==> config.mk <==
export PLATFORM = sky130hd
export DESIGN_NAME = gmii_tx_framer
export DESIGN_NICKNAME = d
export VERILOG_FILES = /design/src/rtl/gmii_tx_pkg.sv /design/src/rtl/gmii_tx_framer.sv
export SDC_FILE = /design/constraint.sdc
export NUM_CORES = 1
export LEC_CHECK = 0
export ABC_AREA = 1
export BUFFER_PORTS_ARGS = -buffer_cell sky130_fd_sc_hd__clkbuf_2
export CAP_MARGIN = 10
export CELL_PAD_IN_SITES_DETAIL_PLACEMENT = 0
export CELL_PAD_IN_SITES_GLOBAL_PLACEMENT = 1
export CORE_UTILIZATION = 45
export CTS_CLUSTER_SIZE = 10
export DETAILED_ROUTE_END_ITERATION = 8
export HOLD_SLACK_MARGIN = 0.06
export MAX_ROUTING_LAYER = met4
export PLACE_DENSITY = 0.95
export REMOVE_ABC_BUFFERS = 1
export SLEW_MARGIN = 20
export SYNTH_ARGS = -nofsm -noshare
export SYNTH_HDL_FRONTEND = slang
export SYNTH_SLANG_ARGS = --single-unit
export TNS_END_PERCENT = 100
==> constraint.sdc <==
create_clock -name clk -period 4.6 [get_ports clk]
set_input_delay 0 -clock clk [delete_from_list [all_inputs] [get_ports clk]]
set_output_delay 0 -clock clk [all_outputs]
set_load 0.01 [all_outputs]
==> src/rtl/gmii_tx_pkg.sv <==
`default_nettype none
// ----------------------------------------------------------------------------
// Module : gmii_tx_pkg
// Brief  : Shared constants and state encoding for the GMII TX framer.
// Rev    : 1.0
// ----------------------------------------------------------------------------
package gmii_tx_pkg;

  localparam logic [7:0] PREAMBLE_BYTE = 8'h55;
  localparam logic [7:0] SFD_BYTE      = 8'hD5;
  localparam logic [7:0] PAD_BYTE      = 8'h00;

  localparam logic [2:0] ST_IDLE = 3'd0;
  localparam logic [2:0] ST_PRE  = 3'd1;
  localparam logic [2:0] ST_SFD  = 3'd2;
  localparam logic [2:0] ST_DATA = 3'd3;
  localparam logic [2:0] ST_PAD  = 3'd4;
  localparam logic [2:0] ST_DROP = 3'd5;
  localparam logic [2:0] ST_IFG  = 3'd6;

  localparam int CNT_W  = 16;
  localparam int BCNT_W = 11;

  typedef logic [CNT_W-1:0] cnt_t;
  // One extra bit so byte_cnt+1 never wraps before comparison.
  typedef logic [BCNT_W:0]  bcnt_ext_t;

endpackage
`default_nettype wire

==> src/rtl/gmii_tx_framer.sv <==
`default_nettype none
// ----------------------------------------------------------------------------
// Module : gmii_tx_framer
// Brief  : Wraps a valid/ready byte stream in preamble+SFD on GMII, pads short
//          frames, truncates long ones and enforces the inter-frame gap.
// Rev    : 1.0
// ----------------------------------------------------------------------------
module gmii_tx_framer
  import gmii_tx_pkg::*;
#(
  parameter int PREAMBLE_LEN = 7,
  parameter int MIN_PAYLOAD  = 60,
  parameter int MAX_PAYLOAD  = 1514,
  parameter int IFG_CYCLES   = 16
) (
  input  logic        clk,
  input  logic        rst,
  input  logic [7:0]  in_data,
  input  logic        in_valid,
  input  logic        in_sop,
  input  logic        in_eop,
  output logic        in_ready,
  output logic        ppt2gtc_gmii_dv,
  output logic        ppt2gtc_gmii_er,
  output logic [7:0]  ppt2gtc_gmii_data,
  output logic [15:0] tx_frame_cnt,
  output logic [15:0] tx_err_cnt
);

  // The IDLE->PRE transition already loads the first preamble byte.
  localparam cnt_t      PRE_LOAD = cnt_t'(PREAMBLE_LEN - 2);
  localparam cnt_t      IFG_LOAD = cnt_t'(IFG_CYCLES - 1);
  localparam bcnt_ext_t MIN_CNT  = bcnt_ext_t'(MIN_PAYLOAD);
  localparam bcnt_ext_t MAX_CNT  = bcnt_ext_t'(MAX_PAYLOAD);

  logic [2:0]        state_q, state_d;
  cnt_t              cnt_q, cnt_d;
  logic [BCNT_W-1:0] byte_cnt_q, byte_cnt_d;
  logic              err_q, err_d;
  logic              dv_q, dv_d;
  logic              er_q, er_d;
  logic [7:0]        data_q, data_d;
  logic [15:0]       frame_cnt_q, frame_cnt_d;
  logic [15:0]       err_cnt_q, err_cnt_d;
  bcnt_ext_t         byte_cnt_inc;
  logic              count_frame;

  assign byte_cnt_inc = {1'b0, byte_cnt_q} + bcnt_ext_t'(1);

  always_comb begin
    in_ready = 1'b0;
    case (state_q)
      ST_IDLE:          in_ready = in_valid & ~in_sop;
      ST_DATA, ST_DROP: in_ready = 1'b1;
      default:          in_ready = 1'b0;
    endcase
  end

  always_comb begin
    state_d     = state_q;
    cnt_d       = cnt_q;
    byte_cnt_d  = byte_cnt_q;
    err_d       = err_q;
    dv_d        = 1'b0;
    er_d        = 1'b0;
    data_d      = PAD_BYTE;
    count_frame = 1'b0;

    case (state_q)
      ST_IDLE: begin
        if (in_valid && in_sop) begin
          state_d    = ST_PRE;
          cnt_d      = PRE_LOAD;
          byte_cnt_d = '0;
          err_d      = 1'b0;
          dv_d       = 1'b1;
          data_d     = PREAMBLE_BYTE;
        end
      end
      ST_PRE: begin
        dv_d   = 1'b1;
        data_d = PREAMBLE_BYTE;
        if (cnt_q == '0) state_d = ST_SFD;
        else             cnt_d   = cnt_q - cnt_t'(1);
      end
      ST_SFD: begin
        dv_d    = 1'b1;
        data_d  = SFD_BYTE;
        state_d = ST_DATA;
      end
      ST_DATA: begin
        dv_d       = 1'b1;
        byte_cnt_d = byte_cnt_inc[BCNT_W-1:0];
        if (in_valid) begin
          data_d = in_data;
          // The sop byte itself is payload byte 0; any later sop is a protocol error.
          if (in_sop && (byte_cnt_q != '0)) err_d = 1'b1;
        end else begin
          er_d  = 1'b1;
          err_d = 1'b1;
        end
        if (in_valid && in_eop) begin
          if (byte_cnt_inc < MIN_CNT) begin
            state_d = ST_PAD;
          end else begin
            state_d     = ST_IFG;
            cnt_d       = IFG_LOAD;
            count_frame = 1'b1;
          end
        end else if (byte_cnt_inc == MAX_CNT) begin
          er_d    = 1'b1;
          err_d   = 1'b1;
          state_d = ST_DROP;
          cnt_d   = IFG_LOAD;
        end
      end
      ST_PAD: begin
        dv_d       = 1'b1;
        byte_cnt_d = byte_cnt_inc[BCNT_W-1:0];
        if (byte_cnt_inc == MIN_CNT) begin
          state_d     = ST_IFG;
          cnt_d       = IFG_LOAD;
          count_frame = 1'b1;
        end
      end
      ST_DROP: begin
        // Gap timer already runs here; it saturates so IFG lasts at least one cycle.
        if (cnt_q != '0) cnt_d = cnt_q - cnt_t'(1);
        if (in_valid && in_eop) begin
          state_d     = ST_IFG;
          count_frame = 1'b1;
        end
      end
      ST_IFG: begin
        if (cnt_q == '0) state_d = ST_IDLE;
        else             cnt_d   = cnt_q - cnt_t'(1);
      end
      default: state_d = ST_IDLE;
    endcase

    frame_cnt_d = count_frame ? frame_cnt_q + 16'd1 : frame_cnt_q;
    err_cnt_d   = (count_frame && err_d) ? err_cnt_q + 16'd1 : err_cnt_q;
  end

  always_ff @(posedge clk) begin
    if (rst) begin
      state_q     <= ST_IDLE;
      cnt_q       <= '0;
      byte_cnt_q  <= '0;
      err_q       <= 1'b0;
      dv_q        <= 1'b0;
      er_q        <= 1'b0;
      data_q      <= 8'h00;
      frame_cnt_q <= 16'h0000;
      err_cnt_q   <= 16'h0000;
    end else begin
      state_q     <= state_d;
      cnt_q       <= cnt_d;
      byte_cnt_q  <= byte_cnt_d;
      err_q       <= err_d;
      dv_q        <= dv_d;
      er_q        <= er_d;
      data_q      <= data_d;
      frame_cnt_q <= frame_cnt_d;
      err_cnt_q   <= err_cnt_d;
    end
  end

  assign ppt2gtc_gmii_dv   = dv_q;
  assign ppt2gtc_gmii_er   = er_q;
  assign ppt2gtc_gmii_data = data_q;
  assign tx_frame_cnt      = frame_cnt_q;
  assign tx_err_cnt        = err_cnt_q;

endmodule
`default_nettype wire
Word-level counts from Yosys, hierarchy flattened
Cells that the tools add are included.
{"block": "word_totals", "reg_bits": 73, "word_cells": 91}
{"block": "classes", "add_sub_neg": 4, "magnitude_cmp": 1, "n_eq_ne": 17, "muxes": 39, "bitwise_logic": 3, "reduce_logical": 18}
{"op": "$mux 16", "count": 7}
{"op": "$pmux 16 s5", "count": 1}
{"op": "$add 16x1->16 const B", "count": 2}
{"op": "$pmux 8 s4", "count": 1}
{"op": "$pmux 11 s2", "count": 1}
{"op": "$mux 3", "count": 7}
{"op": "$pmux 3 s7", "count": 1}
{"op": "$logic_not 16->1", "count": 1}
{"op": "$reduce_bool 16->1", "count": 1}
{"op": "$sub 16x1->16 const B", "count": 1}
{"op": "$ne 2x2->1 const B", "count": 7}
{"op": "$mux 1", "count": 13}
{"op": "$add 11x1->12 const B", "count": 1}
{"op": "$eq 12x11->1 const B", "count": 1}
{"op": "$eq 12x6->1 const B", "count": 1}
{"op": "$lt 12x6->1 const B", "count": 1}
{"op": "$mux 11", "count": 1}
{"op": "$reduce_bool 11->1", "count": 1}
{"op": "$eq 3x3->1 const B", "count": 3}
{"op": "$mux 8", "count": 1}
{"op": "$reduce_or 2->1", "count": 4}
{"op": "$mux 7", "count": 1}
{"op": "$reduce_and 7->1", "count": 1}
{"op": "$eq 3x2->1 const B", "count": 2}
{"op": "14 further kinds", "count": 21}

Longest topological paths before layout
Gate-level depths: netlist of run 1.
{"block": "logic_depth", "depth_word": 8, "mapped_depth": 16, "depth_no_buf": 16}

Worst setup path before layout of run 1
OpenSTA, ideal clock, no wires.
{"block": "synth_path", "path_type": "flip-flop to flip-flop", "start": "register byte_cnt_q[0]", "end": "register cnt_q[12]", "t_arrival_ps": 1906, "required_ps": 4460, "path_slack_ps": 2553, "path_stages_with_launch": 16, "path_buffers": 1, "path_cell_list": "dfxtp_1 -> ha_1 -> nand3_1 -> nor2_4 -> nand3_2 -> nand2_2 -> nand2_1 -> nor2_4 -> nand2_1 -> nand2_1 -> nand2_1 -> nor2_4 -> nand2_2 -> buf_6 -> nand2_1 -> a21oi_2"}
{"block": "synth_between", "elab_chain_cells": 4}
{"element": "from (decl)", "line_no": "gmii_tx_framer.sv:38", "text": "logic [BCNT_W-1:0] byte_cnt_q, byte_cnt_d;"}
{"element": "from (signal assigned)", "line_no": "gmii_tx_framer.sv:159", "text": "byte_cnt_q <= byte_cnt_d;"}
{"element": "$add 11x1->12 *", "line_no": "gmii_tx_framer.sv:48", "text": "assign byte_cnt_inc = {1'b0, byte_cnt_q} + bcnt_ext_t'(1);"}
{"element": "$lt 12x6->1 (tied with other cells)", "line_no": "gmii_tx_framer.sv:103", "text": "if (byte_cnt_inc < MIN_CNT) begin"}
{"element": "$ne 3x3->1 (no line) or $ne 2x2->1 (tied branches)"}
{"element": "$reduce_and 7->1 (no line) *"}
{"element": "to (signal assigned)", "line_no": "gmii_tx_framer.sv:158", "text": "cnt_q <= cnt_d;"}
{"element": "to (decl)", "line_no": "gmii_tx_framer.sv:37", "text": "cnt_t cnt_q, cnt_d;"}
Mark *: on every way between the ends. The rest lies on a longest branch, timed or not.
A chain may end at the register's enable or synchronous reset.

Worst setup path after layout of run 1
{"block": "layout_path", "start": "register byte_cnt_q[0]", "end": "register err_cnt_q[14] (netlist: tx_err_cnt[14])"}
{"block": "layout_between", "elab_chain_cells": 8}
{"element": "parallel branches: the longest is 7 deep, another holds $add 11x1->12"}
{"element": "$logic_and 1x1->1 *", "line_no": "gmii_tx_framer.sv:142", "text": "err_cnt_d = (count_frame && err_d) ? err_cnt_q + 16'd1 : err_cnt_q;"}
{"element": "to (signal assigned)", "line_no": "gmii_tx_framer.sv:165", "text": "err_cnt_q <= err_cnt_d;"}
{"element": "to (decl)", "line_no": "gmii_tx_framer.sv:44", "text": "logic [15:0] err_cnt_q, err_cnt_d;"}
Every way passes the cells marked *.

==> metrics.yaml, run 1 <==
outcome:
  status: "completed"
floorplan:
  start_util: 0.472
  die_h_um: 101
  dieArea_sq_um: 10200
  core-area_sq_um: 9370
  rows: 35
  ioPinCount: 56
  dieWidth_um: 101
cells_and_area:
  regArea_sq_um: 1460
  antenna_cells: 0
  layout-drive-gt1-share: 0.181
  stdcell_count: 841
  syn_to_final_growth_pct: 13.9
  fillers: 961
  multi_input_area_sq_um: 2570
  nNetsFinal: 726
routing:
  drt_pass1_iterations: 4
  vias_per_cell: 5.07
  wirelength_um: 10300
  vias: 4260
  ant_nets: 0
  wl_per_cell_um: 12.2
  drc: 0
  drt_iter0_markers: 146
setup_path:
  critPathKind: "flip-flop to flip-flop"
  timing.rr.start: "byte_cnt_q[0]"
  worstPathArrival_ns: 2.70
  critical_path.max_fanout: 35
  crit_path_start_kind: "flip-flop"
  cp-end-kind: "flip-flop"
  rr_worst_depth: 12
  r2r_slack_ns: 2.10
  rr_endpoint: "tx_err_cnt[14]"
  cp.required_ns: 4.80
  worstSetupStartpoint: "byte_cnt_q[0]"
grt:
  grt_max_degree: 56
  antenna_found_initial: 0
  grt_overflow: 0
  grt_pass1_vias: 3768
  grt_pass1_wl_um: 17300
  grt.total_usage: 0.216
clock_network:
  numCtsBuffers: 9
  path_clk_slew_ns: 0.09
  clockRootBuffer: "clkbuf_8"
  cts_tree: "built"
  cts.sinks: 73
  clk_path_buf_depth: 2
  htree_levels: 3
  cts_resized: 0
  insertion_delay_ns: 0.35
synth:
  yosysMostFrequentCell: "nand2_1"
  synth_cell_types: 37
  ys_top_cells_by_area: "dfxtp_1, nand2_1, nor2_1, a21oi_1, inv_1"
  ys_top_cells_by_count: "nand2_1, nor2_1, dfxtp_1, inv_1, a21oi_1"
  synth_area_leader_cell: "dfxtp_1"
  async_flop_share: 0
  seq_area_frac_synth: 0.330
  synth_seq_cells: 73
  syn_area_per_cell_sq_um: 6.80
  synthesis.area_sq_um: 4420
  synth_edf_count: 0
  yosysWarnings: 0
  synth_top_area_share: 0.330
  ys.flop_type: "dfxtp_1"
  synthCells: 650
timing:
  relSlewSlack: 0.415
  post-route-min-period_ns: 2.50
  slew_violations: 0
  tightest_slew_ns: 0.875
  grt_setup_unrepaired: "no"
  period_share: 0.544
  fmax_mhz: 399
  hold_viol: 0
  fin_hold_ws_ns: 0.153
  setup_viol: 0
  fin_skew_ns: 0.0125
  tns_ns: 0
hold_path:
  worstHoldEndpoint: "ppt2gtc_gmii_er"
  hold_class: "input pin to flip-flop"
  worstHoldPathCells: 4
  min_from: "in_eop"
placed_design:
  io_buffer_count: 55
  routabilityCongestion: 0.885
  dpl.hpwl_um: 7140
  dp.cells: 816
power:
  finalPower_w: 0.00228
  ir_drop_v: 0.000289
  cellPowerDensity_nw_per_um2: 453
  leakage_nw: 2.09
job:
  maxCapViolCount: 0
==> worst max path at each step <==
stage | to | slack, ns | cells past startpoint
floorplan | tx_err_cnt[0] | 2.46 | 14
global placement | tx_err_cnt[4] | 2.22 | 12
detailed placement | tx_err_cnt[12] | 2.11 | 12
CTS | tx_err_cnt[14] | 2.07 | 12
global route | tx_err_cnt[11] | 1.74 | 13
finish | tx_err_cnt[14] | 2.10 | 12
==> timing repair <==
item,4_1_cts,5_1_grt
hold endpoints to repair,9,0
hold buffers,9,0
setup buffers,0,0
==> layout make-up <==
| class | instances | area share |
|---|---|---|
| Clock inverter | 7 | 0.0154 |
| Sequential cell | 73 | 0.290 |
| Multi-Input combinational cell | 487 | 0.510 |
| Tap cell | 129 | 0.0320 |
| Clock buffer | 9 | 0.0246 |
| Inverter | 70 | 0.0521 |
| Timing Repair Buffer | 66 | 0.0755 |
==> flip-flops by register name, summed over array words and instances (netlist names) <==
name               flops
state_q                3
cnt_q                 16
tx_frame_cnt          16
ppt2gtc_gmii_dv        1
ppt2gtc_gmii_er        1
ppt2gtc_gmii_data      8
err_q                  1
tx_err_cnt            16
byte_cnt_q            11
==> layer usage <==
layer	track usage	up-vias	share of wire
li1	-	2229	-
met3	0.0421	8	0.042
met4	0.0624	0	0.013
met2	0.337	93	0.45
met5	-	-	0
met1	0.283	1930	0.50
==> power breakdown <==
part	leakage (nW)	internal (W)	switching, W	total (W)
Combinational	1.40	0.000338	0.000657	0.000996
Sequential	0.591	0.000707	0.0000673	0.000774
Clock	0.100	0.000255	0.000259	0.000514
==> metrics by stage <==
step | instance area (sq um) | utilization | setup slack (ns)
3_5_place_dp | 4750 | 0.507 | 2.11
2_1_floorplan | 4300 | - | 2.46
5_1_grt | 5040 | 0.538 | 1.74
4_1_cts | 5040 | 0.538 | 2.07
6_report | 5040 | 0.538 | 2.10
3_3_place_gp | 4750 | 0.507 | 2.22
==> critical path: stages (launching register included) <==
cell	delay, ns
dfxtp_1	0.42
ha_1	0.28
nand3_1	0.16
o21ai_1	0.20
nand2_2	0.08
inv_1	0.07
nand2_2	0.06
nor2_2	0.10
nand3_1	0.16
nand3_4	0.36
nand3_4	0.26
nand2_1	0.12
a21oi_1	0.06
==> layout by cell type (no fill, tap or decap), drive strengths merged <==
master,instances
a211oi,2
a21oi,65
a22oi,1
buf,2
bufinv,1
clkbuf,64
clkinv,4
clkinvlp,1
dfxtp,73
dlygate4sd3,9
ha,6
inv,71
nand2,174
nand3,43
nand3b,1
nand4,27
nor2,91
nor3,14
nor4,5
o2111ai,1
o21ai,18
o21bai,1
o311ai,1
o31ai,1
or2,1
xnor2,13
xor2,22
==> logic make-up (layout without fill, tap and decap cells) <==
group,Yosys count,count (layout),share of synthesized area
and+or+nand+nor,356,356,0.378
AOI/OAI and AO/OA,90,90,0.117
xor gates and xnor gates,35,35,0.0693
DFF,73,73,0.330
adders and majority gates,6,6,0.0170
buffers and inverters,90,152,0.0880
No activity file was read; power rests on OpenSTA's default activity.
==> inputs of run 2 (changes only) <==
--- a/config.mk
+++ b/config.mk
@@ -5,17 +5,17 @@
 export SDC_FILE = /design/constraint.sdc
 export NUM_CORES = 1
 export LEC_CHECK = 0
-export ABC_AREA = 1
+export ABC_AREA = 0
 export BUFFER_PORTS_ARGS = -buffer_cell sky130_fd_sc_hd__clkbuf_2
 export CAP_MARGIN = 10
 export CELL_PAD_IN_SITES_DETAIL_PLACEMENT = 0
 export CELL_PAD_IN_SITES_GLOBAL_PLACEMENT = 1
-export CORE_UTILIZATION = 45
+export CORE_UTILIZATION = 38
 export CTS_CLUSTER_SIZE = 10
 export DETAILED_ROUTE_END_ITERATION = 8
 export HOLD_SLACK_MARGIN = 0.06
 export MAX_ROUTING_LAYER = met4
-export PLACE_DENSITY = 0.95
+export PLACE_DENSITY = 0.87
 export REMOVE_ABC_BUFFERS = 1
 export SLEW_MARGIN = 20
 export SYNTH_ARGS = -nofsm -noshare
==> constraint.sdc (replaced) <==
create_clock -name clk -period 2.3 [get_ports clk]
set_input_delay 0 -clock clk [delete_from_list [all_inputs] [get_ports clk]]
set_output_delay 0 -clock clk [all_outputs]
set_load 0.01 [all_outputs]
==> metrics.yaml, run 2 <==
grt:
  antenna_found_initial: 0  # unchanged
  grt_max_degree: 27  # -52%
  grt_pass1_wl_um: 19400  # +12%
  grt_overflow: 0  # unchanged
  grt_pass1_vias: 4229  # +12%
  grt.total_usage: 0.220  # +0.00456
timing:
  fin_hold_ws_ns: 0.0864  # -0.0670 ns
  setup_viol: 26  # +26
  post-route-min-period_ns: 2.51  # +0.00753 ns
  relSlewSlack: 0.569  # +0.154
  fmax_mhz: 398  # -0.30%
  slew_violations: 0  # unchanged
  fin_skew_ns: 0.00735  # -0.00518 ns
  hold_viol: 0  # unchanged
  setup_ws_ns: -0.211  # -2.31 ns
  period_share: 1.09  # +0.547
  tightest_slew_ns: 0.646  # -0.228 ns
  grt_setup_unrepaired: "yes"
synth:
  ys_top_cells_by_area: "dfxtp_1, a21oi_1, o21ai_0, nand2_1, nor2_1"
  yosysMostFrequentCell: "dfxtp_1"
  seq_area_frac_synth: 0.360  # +0.0298
  synthesis.area_sq_um: 4060  # -8.3%
  yosysWarnings: 0  # unchanged
  synthCells: 511  # -21%
  synth_top_area_share: 0.360  # +0.0298
  synth_edf_count: 0  # unchanged
  ys_top_cells_by_count: "dfxtp_1, a21oi_1, nand2_1, nor2_1, o21ai_0"
  synth_cell_types: 67  # +81%
  synth_seq_cells: 73  # unchanged
  syn_area_per_cell_sq_um: 7.94  # +17%
  synth_area_leader_cell: "dfxtp_1"
  ys.flop_type: "dfxtp_1"
  async_flop_share: 0  # unchanged
clock_network:
  path_clk_slew_ns: 0.09  # about the same
  cts.sinks: 73  # unchanged
  clockRootBuffer: "clkbuf_8"
  htree_levels: 3  # unchanged
  cts_tree: "built"
  numCtsBuffers: 9  # unchanged
  clk_path_buf_depth: 2  # unchanged
  insertion_delay_ns: 0.37  # +0.02 ns
job:
  maxCapViolCount: 0  # unchanged
cells_and_area:
  mostFrequentLayoutCells: "buf_4, dfxtp_1, a21oi_1"
  regArea_sq_um: 1480  # +0.94%
  layout-drive-gt1-share: 0.352  # +0.171
  antenna_cells: 0  # unchanged
  syn_to_final_growth_pct: 40.5
  multi_input_area_sq_um: 2720  # +5.8%
  nNetsFinal: 659  # -9.2%
  final_area_sq_um: 5700  # +13%
  fillers: 898  # -6.6%
  layout_commonest_cell: "buf_4"
routing:
  vias: 4481  # +5.2%
  top_layer: "met4"
  drt_pass1_iterations: 5  # +1
  ant_nets: 0  # unchanged
  vias_per_cell: 5.74  # +13%
  drt_iter0_markers: 356  # +140%
  route.met2.wl_um: 6000  # +30%
  wl_per_cell_um: 15.4  # +26%
  drc: 0  # unchanged
  met3WireLength_um: 577  # +33%
  wirelength_um: 12000  # +17%
  wl_met1_um: 5220  # +2.3%
floorplan:
  die_h_um: 105  # +4.1%
  start_util: 0.393  # -0.0789
  dieWidth_um: 105  # +4.1%
  ioPinCount: 56  # unchanged
  rows: 37  # +5.7%
  dieArea_sq_um: 11100  # +8.5%
  core-area_sq_um: 10300  # +10%
power:
  ir_drop_v: 0.000548  # +89%
  finalPower_w: 0.00516  # +130%
  cellPowerDensity_nw_per_um2: 905  # +100%
  leakage_nw: 2.18  # +4.1%
outcome:
  violations: "negative setup slack"
  status: "complete, but fails checks"
setup_path:
  critical_path.max_fanout: 8  # -77%
  cp.required_ns: 2.60  # -2.20 ns
  critPathKind: "flip-flop to flip-flop"
  cp-end-kind: "flip-flop"
  worstPathArrival_ns: 2.81  # +0.11 ns
  crit_path_start_kind: "flip-flop"
hold_path:
  hold_class: "input pin to flip-flop"
placed_design:
  place_area_sq_um: 4940  # +4.1%
  io_buffer_count: 55  # unchanged
  dpl.hpwl_um: 7910  # +11%
  pre_cts_slack_ns: -0.313  # -2.42 ns
  routabilityCongestion: 0.858  # -3.1%
==> run 2: changes by cell type after synthesis, moves of 18 or more <==
| cell | previous run | this run |
|---|---|---|
| or3_1 | 0 | 22 |
| nand2_2 | 20 | 0 |
| nor2_1 | 75 | 39 |
| xor2_1 | 22 | 4 |
| inv_1 | 68 | 14 |
| o21ai_0 | 15 | 34 |
| nand2_1 | 153 | 44 |
==> run 2: report_power, final <==
| part | switching, W | internal [W] |
|---|---|---|
| logic | 0.00138 | 0.00103 |
| clock network | 0.000534 | 0.000619 |
| registers | 0.000155 | 0.00144 |
| total | 0.00207 | 0.00309 |
==> run 2: cell type report <==
type | instances | share of cell area
repair buffers | 146 | 0.185
clock inverters | 7 | 0.0178
flip-flops and latches | 73 | 0.259
multi-input cells | 396 | 0.477
clock buffers | 9 | 0.0217
well taps | 136 | 0.0299
inverters | 14 | 0.00922
==> run 2: worst max-delay path, stage by stage, from the launching register on <==
cell	delay, ns
dfxtp_4	0.36
buf_6	0.13
and4_4	0.20
nor4_4	0.29
a221oi_4	0.07
o41ai_4	0.39
o311ai_4	0.17
buf_12	0.18
or4b_1	0.52
a21oi_1	0.13
==> run 2: kinds of logic after synthesis <==
logic type / synth area share
XOR/XNOR: 0.0151
adder cells (fa/ha/maj): 0.0185
multiplexers: 0.00771
AND/OR/NAND/NOR: 0.291
buffers and inverters: 0.0493
AO/OA/AOI/OAI: 0.258
flip-flops: 0.360
==> run 2: routing by layer <==
layer	up-vias	global-route usage
li1	2185	-
met1	2121	0.255
met5	-	-
met3	19	0.0408
met2	156	0.375
met4	0	0.0895
==> run 2: per-stage QoR <==
step | setup TNS, ns | util | instances
6_report | -2.87 | 0.552 | 781
5_1_grt | -5.85 | 0.552 | 781
4_1_cts | -2.81 | 0.541 | 781
3_5_place_dp | -6.25 | 0.479 | 745
3_3_place_gp | -3.34 | 0.479 | 745
2_1_floorplan | -19.58 | - | 481
==> run 2: worst paths after layout <==
| kind | from | to | slack, ns | cells after the start |
|---|---|---|---|---|
| hold / removal | rst | tx_frame_cnt[15] | 0.09 | 2 |
| setup / recovery | byte_cnt_q[0] | tx_err_cnt[14] | -0.21 | 9 |
| hold reg to reg | tx_frame_cnt[15] | tx_frame_cnt[15] | 0.48 | 2 |
| setup reg to reg | byte_cnt_q[0] | tx_err_cnt[14] | -0.21 | 9 |
==> run 2: repair_timing <==
action / 4_1_cts / 5_1_grt
endpoints found under the setup margin: 46 / 46
hold buffers: 9 / 0
endpoints found under the hold margin: 8 / 0
gates resized for setup: 55 / 30
gates cloned: 2 / 0
pin swaps: 41 / 19
setup buffers: 10 / 0
==> inputs of run 3 (changes only) <==
--- a/config.mk
+++ b/config.mk
@@ -10,12 +10,12 @@
 export CAP_MARGIN = 10
 export CELL_PAD_IN_SITES_DETAIL_PLACEMENT = 0
 export CELL_PAD_IN_SITES_GLOBAL_PLACEMENT = 1
-export CORE_UTILIZATION = 38
+export CORE_UTILIZATION = 32
 export CTS_CLUSTER_SIZE = 10
 export DETAILED_ROUTE_END_ITERATION = 8
 export HOLD_SLACK_MARGIN = 0.06
 export MAX_ROUTING_LAYER = met4
-export PLACE_DENSITY = 0.87
+export PLACE_DENSITY = 0.77
 export REMOVE_ABC_BUFFERS = 1
 export SLEW_MARGIN = 20
 export SYNTH_ARGS = -nofsm -noshare
==> metrics.yaml, run 3 (same netlist as run 2, synthesis figures left out) <==
grt:
  busiest_layer: "met2"
  grt.met3_usage: 0.0392  # -0.00164
  grt_util_met2: 0.330  # -0.0453
  grt_max_degree: 26  # -3.7%
  antenna_found_initial: 0  # unchanged
  use_met1: 0.218  # -0.0370
  grt.total_usage: 0.192  # -0.0284
  grt_pass1_wl_um: 19800  # +2.4%
  grt_pass1_vias: 4230  # +0.024%
  grt_overflow: 0  # unchanged
cells_and_area:
  nNetsFinal: 664  # +0.76%
  antenna_cells: 0  # unchanged
  fillers: 1156  # +29%
  syn_to_final_growth_pct: 47.5
  layout-drive-gt1-share: 0.382  # +0.0302
  regArea_sq_um: 1470  # about the same
  multi_input_area_sq_um: 2760  # +1.4%
  mostFrequentLayoutCells: "buf_4, dfxtp_1, clkbuf_2"
  layout_commonest_cell: "buf_4"
  final_area_sq_um: 5980  # +5.0%
floorplan:
  dieArea_sq_um: 13100  # +18%
  start_util: 0.334  # -0.0594
  rows: 40  # +8.1%
  core-area_sq_um: 12200  # +18%
  die_h_um: 115  # +8.8%
  dieWidth_um: 115  # +8.8%
  ioPinCount: 56  # unchanged
job:
  maxCapViolCount: 0  # unchanged
setup_path:
  r2r_slack_ns: -0.20  # about the same
  worstPathArrival_ns: 2.76  # -0.05 ns
  crit_path_start_kind: "flip-flop"
  critPathKind: "flip-flop to flip-flop"
  cp-end-kind: "flip-flop"
  cp.required_ns: 2.57  # -0.03 ns
  rr_worst_depth: 10  # +1
  timing.rr.start: "byte_cnt_q[1]"
  critical_path.max_fanout: 8  # unchanged
  rr_endpoint: "tx_err_cnt[14]"
timing:
  fmax_mhz: 400  # +0.51%
  hold_viol: 0  # unchanged
  slew_violations: 0  # unchanged
  fin_hold_ws_ns: 0.0693  # -0.0171 ns
  fin_skew_ns: 0.00574  # -0.00161 ns
  period_share: 1.09  # -0.00549
  relSlewSlack: 0.514  # -0.0548
  grt_setup_unrepaired: "yes"
  setup_viol: 30  # +15%
  tns_ns: -3.82  # -0.956 ns
  tightest_slew_ns: 0.728  # +0.0822 ns
  post-route-min-period_ns: 2.50  # -0.0126 ns
  setup_ws_ns: -0.198  # +0.0126 ns
power:
  power_frac_comb: 0.455  # -0.012
  ir_drop_v: 0.000482  # -12%
  leakage_nw: 2.29  # +5.3%
  net-switching-power_w: 0.00213  # +3.3%
  p_seq_frac: 0.275  # -0.034
  p_clk_frac: 0.270  # +0.046
  p_int_w: 0.00365  # +18%
  swShare: 0.369  # -0.0317
  cellPowerDensity_nw_per_um2: 967  # +6.8%
routing:
  drc: 0  # unchanged
  wirelength_um: 12200  # +1.8%
  drt_iter0_markers: 226  # -37%
  drt_pass1_iterations: 5  # unchanged
  wl_per_cell_um: 14.9  # -2.7%
  ant_nets: 0  # unchanged
  vias_per_cell: 5.44  # -5.1%
  vias: 4448  # -0.74%
outcome:
  status: "complete, but fails checks"
  violations: "negative setup slack"
clock_network:
  cts_tree: "built"
  htree_levels: 3  # unchanged
  clockRootBuffer: "clkbuf_16"
  numCtsBuffers: 9  # unchanged
  path_clk_slew_ns: 0.06  # -0.03 ns
  clk_path_buf_depth: 2  # unchanged
  cts.sinks: 73  # unchanged
  insertion_delay_ns: 0.34  # -0.03 ns
placed_design:
  dpl.hpwl_um: 8090  # +2.3%
  io_buffer_count: 55  # unchanged
  routabilityCongestion: 0.903  # +5.2%
  place_area_sq_um: 5000  # +1.1%
hold_path:
  hold_class: "input pin to flip-flop"
  min_from: "rst"
  worstHoldEndpoint: "cnt_q[4]"
  worstHoldPathCells: 2  # unchanged
run 3: per-stage QoR:
| step | setup slack (ns) | instances | total power (W) | utilization |
|---|---|---|---|---|
| 2_1_floorplan | -0.700 | 481 | 0.00277 | - |
| 3_3_place_gp | -0.186 | 779 | 0.00366 | 0.411 |
| 3_5_place_dp | -0.287 | 779 | 0.00370 | 0.411 |
| 4_1_cts | -0.214 | 809 | 0.00545 | 0.460 |
| 5_1_grt | -0.289 | 817 | 0.00612 | 0.492 |
| 6_report | -0.198 | 817 | 0.00579 | 0.492 |
run 3: layer usage:
| layer | vias to the layer above | part of all wire |
|---|---|---|
| li1 | 2187 | - |
| met1 | 2115 | 0.44 |
| met2 | 118 | 0.49 |
| met3 | 28 | 0.045 |
| met4 | 0 | 0.020 |
| met5 | - | 0 |
run 3: what timing repair did:
action / in CTS / in global routing
gates resized for setup: 31 / 78
setup buffers: 6 / 6
endpoints found under the setup margin: 46 / 51
cloned: 0 / 3
hold buffers: 9 / 0
endpoints found under the hold margin: 8 / 0
pin swaps: 23 / 35
run 3: final cells by class:
class | count | area share
inverters | 14 | 0.00878
well taps | 168 | 0.0351
clock inverters | 4 | 0.0128
multi-input cells | 394 | 0.461
repair buffers | 153 | 0.194
clock buffers | 11 | 0.0422
flip-flops and latches | 73 | 0.246
run 3: power by group through the flow:
stage / registers, W / clock network [W] / logic (W)
after global placement: 0.00159 / 0 / 0.00207
after global routing: 0.00161 / 0.00164 / 0.00287
after floorplan: 0.00163 / 0 / 0.00114
final: 0.00159 / 0.00157 / 0.00263
after detailed placement: 0.00160 / 0 / 0.00211
after CTS: 0.00158 / 0.00158 / 0.00229
run 3: worst max path at each step:
stage / startpoint / end / slack (ns)
floorplan: byte_cnt_q[0] / tx_err_cnt[6] / -0.70
global placement: byte_cnt_q[0] / tx_err_cnt[14] / -0.19
detailed placement: byte_cnt_q[0] / tx_err_cnt[14] / -0.29
CTS: byte_cnt_q[0] / tx_err_cnt[14] / -0.21
global route: byte_cnt_q[1] / tx_err_cnt[10] / -0.29
finish: byte_cnt_q[1] / tx_err_cnt[14] / -0.20
run 3: critical path, cell delays in order (launching register included):
cell and delay (ns):
dfxtp_4 0.36, buf_6 0.11, and4_4 0.28, and2_4 0.18, buf_4 0.12, a31o_4 0.17
and4_4 0.27, o311ai_2 0.13, clkbuf_16 0.20, or4b_1 0.47, a21oi_1 0.15
